$ cat src/rtl/xor_stream_decoder.sv
// rtl/xor_stream_decoder.sv - XOR state-feedback stream decoder with word packing and output FIFO
module xor_stream_decoder #(
   parameter int   WORD_W     = 8,
   parameter int   FIFO_DEPTH = 4,
   parameter logic INIT_STATE = 1'b0
) (
   input  logic                      clk,
   input  logic                      rst,
   input  logic                      in_valid,
   input  logic                      in_bit,
   output logic                      in_ready,
   input  logic                      resync,
   output logic                      out_valid,
   output logic [WORD_W-1:0]         out_word,
   input  logic                      out_ready,
   output logic [$clog2(WORD_W)-1:0] bit_cnt
);

   localparam int CW    = $clog2(WORD_W);
   localparam int AW    = $clog2(FIFO_DEPTH);
   localparam int CNT_W = AW + 1;

   logic              prev;
   logic [WORD_W-1:0] shift;
   logic [WORD_W-1:0] mem [FIFO_DEPTH];
   logic [AW-1:0]     wr_ptr;
   logic [AW-1:0]     rd_ptr;
   logic [CNT_W-1:0]  count;

   logic              last_bit;
   logic              fifo_full;
   logic              acc;
   logic              dec;
   logic              push;
   logic              pop;
   logic [WORD_W-1:0] push_word;

   assign last_bit  = (bit_cnt == CW'(WORD_W - 1));
   assign fifo_full = (count == CNT_W'(FIFO_DEPTH));
   // Only the final bit of a word can stall, and only on registered FIFO state.
   assign in_ready  = !resync && !(last_bit && fifo_full);
   assign acc       = in_valid && in_ready;
   assign dec       = in_bit ^ prev;
   assign push      = acc && last_bit;
   assign out_valid = (count != '0);
   assign pop       = out_valid && out_ready;
   assign push_word = {dec, shift[WORD_W-2:0]};
   assign out_word  = out_valid ? mem[rd_ptr] : '0;

   always_ff @(posedge clk) begin
      if (push) begin
         mem[wr_ptr] <= push_word;
      end
   end

   always_ff @(posedge clk) begin
      if (rst) begin
         prev    <= INIT_STATE;
         bit_cnt <= '0;
         shift   <= '0;
         wr_ptr  <= '0;
         rd_ptr  <= '0;
         count   <= '0;
      end else begin
         if (resync) begin
            prev    <= INIT_STATE;
            bit_cnt <= '0;
            shift   <= '0;
         end else if (acc) begin
            prev <= in_bit;
            if (last_bit) begin
               bit_cnt <= '0;
               shift   <= '0;
            end else begin
               bit_cnt        <= bit_cnt + CW'(1);
               shift[bit_cnt] <= dec;
            end
         end

         if (push) begin
            wr_ptr <= wr_ptr + AW'(1);
         end
         if (pop) begin
            rd_ptr <= rd_ptr + AW'(1);
         end

         case ({push, pop})
            2'b10:   count <= count + CNT_W'(1);
            2'b01:   count <= count - CNT_W'(1);
            default: count <= count;
         endcase
      end
   end

endmodule

$ cat config.mk
export PLATFORM = sky130hd
export DESIGN_NAME = xor_stream_decoder
export DESIGN_NICKNAME = d
export VERILOG_FILES = /design/src/rtl/xor_stream_decoder.sv
export SDC_FILE = /design/constraint.sdc
export NUM_CORES = 1
export LEC_CHECK = 0
export ABC_AREA = 1
export BUFFER_PORTS_ARGS = -buffer_cell sky130_fd_sc_hd__buf_2
export CORE_MARGIN = 2
export CORE_UTILIZATION = 23
export CTS_CLUSTER_DIAMETER = 150
export DETAILED_ROUTE_END_ITERATION = 8
export PLACE_DENSITY = 0.45
export SLEW_MARGIN = 20
export SYNTH_ARGS = -nofsm -noshare
export SYNTH_HDL_FRONTEND = slang
export SYNTH_SLANG_ARGS = --single-unit
$ cat constraint.sdc
create_clock -name clk -period 2.6 [get_ports clk]
set_input_delay 0.52 -clock clk [delete_from_list [all_inputs] [get_ports clk]]
set_output_delay 0.52 -clock clk [all_outputs]
set_load 0.01 [all_outputs]
==> metrics.md <==
| Metric | Value |
|---|---|
| CTS tree | `yes` |
| CP Buf/Inv Count | `2` |
| Clock power share | `between 30% and 40%` |
| Die ar. | `between 0.01 and 0.015 sq mm` |
| Fin crit share | `around nine tenths` |
| Sequential power share | `between 50% and 60%` |
| R2R Setup Slk | `between 200 and 300 ps` |
| Most used cell, CP | `ha_1` |
| Startpoint Class | `flip-flop` |
| Setup Viol. Count Final | `0` |
| DRC errors left | `0` |
| Post-route minimum period | `around 2300 ps` |
| Hold_sp | `rst` |
| IO buf count | `18` |
| Outcome | `finished, final reports clean` |
| HPWL Detailed | `between 3000 and 4000 um` |
| Vias | `between 1500 and 2000` |
| Final Hold Fails | `0` |
| Clk slew on worst S/H paths | `about 100 ps` |
| # hold bufs at CTS | `0` |
| RSZ-0062 raised after global routing | `no` |
| Io pins | `19` |
| Area contributors post-synth | `edfxtp_1 (41%), dfxtp_1 (17%), nor2_1 (8.0%)` |
| Global-route wire length before repair | `8100 um` |
| Drt initial violations | `between 90 and 100` |
| Synth Instances | `around 250` |
| Maximum clock path buffer count | `2` |
| Largest net degree at the start of global routing | `19` |
| H-tree Lvls | `2` |
| Peak Freq | `between 400 and 500 MHz` |
| Setup TNS | `0 ps` |
| FP Rows | `36` |
| Hold Path Depth | `2` |
| Top delay family on crit path | `adder cells` |
| Worst hold-check path type | `input port to flip-flop` |
| Final Util | `27.52%` |
| Yosys top cell area share | `about 40%` |
| Non-filler cells, final | `407` |
| Via density | `slightly below 4` |
| Placed Cells | `about 400` |
| Placed cell area | `roughly 0.0026 sq mm` |
| Share of layout cells above drive strength 1 | `between 15 and 20%` |
| Synthesized area per cell | `~9.5 sq um` |
| Async S/R FF share, synth | `0%` |
| Clock sink count | `52` |
| Most common cell in the netlist | `nor2_1` |
| Skew-Pair Late Insertion Delay | `between 300 and 400 ps` |
| Area grow syn2layout | `15.45%` |
| Sw power | `0.4497 mW` |
| Crit path arrival time | `between 2000 and 3000 ps` |
| CTS-repair resized insts | `0` |
| Nets | `~290` |
| Setup Skew | `~12 ps` |
| Vias in the first global route | `1576` |
| Cells on worst reg2reg path | `13` |
| FF-to-FF Start | `bit_cnt[1]$_SDFFE_PP0P_` |
| Crit path largest cell delay | `490 ps` |
| Number of flops mapped to enable cells by yosys | `32` |
| Global route overflow | `0` |
| Critical path class | `flip-flop to flip-flop` |
| Synth cell types | `27` |
| Ant. Diodes | `0` |
| Worst-margin pin slew | `439.7 ps` |
| Root Buffer | `clkbuf_8` |
| Final WL | `4790 um` |
| Total chip power | `about 1.6 mW` |
| Wirelength per Cell | `11.77 um` |
| Synthesis Warnings | `0` |
| Highest-delay cell along the critical path | `dfxtp_1` |
| Design area | `0.002703 sq mm` |
| Peak VDD IR | `roughly 0.26 mV` |
| Sequential area share after synthesis | `between 50% and 60%` |
| Most frequent cells after synthesis | `nor2_1 (50), edfxtp_1 (32), inv_1 (30), a21oi_1 (26), o21ai_0 (23)` |
| Final number of max-transition violations | `0` |
| First drt pass iteration count | `4` |
| CP cell instances | `ha_1 -> ha_1 -> nand2_2 -> inv_2 -> nand2_4 -> nand4_2 -> ha_1 -> inv_1 -> fa_1 -> a21oi_1 -> o21ai_0 -> o21ai_0 -> a21oi_1` |
| Die H | `about 100 um` |
| Worst min-delay path endpoint | `wr_ptr[1]$_SDFFE_PP0P_` |
| Post-synth net total | `260` |
| Setup bufs post-CTS | `0` |
| Critical path data required time | `about 2800 ps` |
| MaxCap Viol Count | `0` |
| Total routing usage reported by global routing | `under 10%` |
| Number of synthesized register bits | `52` |
| P per Cell Area | `between 500 and 600 mW/mm^2` |
| CTS Buf Count | `5` |
| Synth area leader | `edfxtp_1` |
| Internal Power | `about 1.1 mW` |
| Switching Share | `between 20% and 30%` |
| FILL cells | `1090` |
| Critical path fanouts, max | `9` |
| Initial antenna violation count | `0` |
| CP Capture Type | `flip-flop` |
| Core ar. | `around 0.0098 sq mm` |
| Post-Syn Area | `around 0.0023 sq mm` |
| Die X | `104.9 um` |
| Reg-to-Reg End | `count[2]$_SDFFE_PP0P_` |
| Lkg Pwr | `around 1.1 nW` |
| Comb power frac | `13.5%` |
| Top FF cell, synth | `edfxtp_1` |
| Detail Route Antenna Nets | `0` |
| Global placement routability congestion | `roughly 0.8` |
| Initial core utilization | `between 20% and 30%` |
| Max transition margin | `between 70% and 80%` |
[worst register-to-register path: stages, from the launching register on]
cell	delay [ps]
dfxtp_1	490
ha_1	240
ha_1	190
nand2_2	60
inv_2	70
nand2_4	60
nand4_2	80
ha_1	150
inv_1	60
fa_1	380
a21oi_1	140
o21ai_0	100
o21ai_0	160
a21oi_1	50
[cell type report]
type | instances | area, sq um | share of cell area [%]
clock buffers | 5 | 68.82 | 2.546
clock inverters | 3 | 25.02 | 0.9259
inverters | 33 | 123.9 | 4.583
multi-input cells | 155 | 807.0 | 29.86
flip-flops and latches | 52 | 1361 | 50.37
well taps | 133 | 166.4 | 6.157
repair buffers | 26 | 150.1 | 5.556
[per-layer routing]
layer  GRT usage [%]  vias up  wire [um]
li1                -      868          -
met5               0        -          0
met4           2.571        0         55
met1           13.15      705       2424
met2           14.47       25       2135
met3           2.371        8        173
[logic make-up after synthesis]
kind of cell    Yosys count  synth area share [%]
simple gates             91                 17.75
fa+ha+maj                 8                 4.596
buf+inv                  39                 7.375
flops                    52                 58.15
compound gates           56                 12.13
[per-stage QoR]
step | worst slack (ps) | hold slack, ps
6_report | 272.8 | 416.6
5_1_grt | 4.509 | 427.8
2_1_floorplan | 225.0 | 432.9
3_5_place_dp | 284.9 | 452.5
4_1_cts | 271.1 | 406.2
3_3_place_gp | 364.2 | 451.6
[power by group through the flow]
stage / sequential, mW / clock, mW / combinational, mW
after floorplan: 0.910 / 0 / 0.150
after global placement: 0.918 / 0 / 0.221
after detailed placement: 0.918 / 0 / 0.221
after CTS: 0.899 / 0.498 / 0.222
after global routing: 0.902 / 0.533 / 0.250
final: 0.899 / 0.483 / 0.216
[state kept, by name, indices dropped and copies added, names as in the netlist, named ones only]
signal	cells
bit_cnt	3
shift	7
count	3
wr_ptr	2
prev	1
mem	32
rd_ptr	2
[worst max-delay path by stage]
| stage | cells past startpoint | slack [ps] | startpoint | to |
|---|---|---|---|---|
| after floorplan | 14 | 220 | bit_cnt[1]$_SDFFE_PP0P_ | count[2]$_SDFFE_PP0P_ |
| after global placement | 13 | 360 | bit_cnt[1]$_SDFFE_PP0P_ | count[2]$_SDFFE_PP0P_ |
| after detailed placement | 13 | 280 | bit_cnt[1]$_SDFFE_PP0P_ | count[2]$_SDFFE_PP0P_ |
| after CTS | 13 | 270 | bit_cnt[1]$_SDFFE_PP0P_ | count[2]$_SDFFE_PP0P_ |
| after global routing | 13 | 5 | bit_cnt[1]$_SDFFE_PP0P_ | count[2]$_SDFFE_PP0P_ |
| final | 13 | 270 | bit_cnt[1]$_SDFFE_PP0P_ | count[2]$_SDFFE_PP0P_ |
[cell usage in the layout (no fill, tap or decap), types with 2 or more instances in the layout]
| cell | instances |
|---|---|
| buf_4 | 8 |
| nor2_4 | 2 |
| inv_6 | 2 |
| inv_2 | 3 |
| edfxtp_1 | 32 |
| nand3_1 | 8 |
| a21oi_1 | 26 |
| inv_1 | 30 |
| o21ai_1 | 6 |
| ha_1 | 7 |
| nor2_1 | 50 |
| nand2_1 | 21 |
| nor3_1 | 2 |
| buf_2 | 18 |
| nand2_2 | 2 |
| clkbuf_8 | 5 |
| o21ai_0 | 23 |
| dfxtp_1 | 20 |
(Power assumes the default switching activity.)
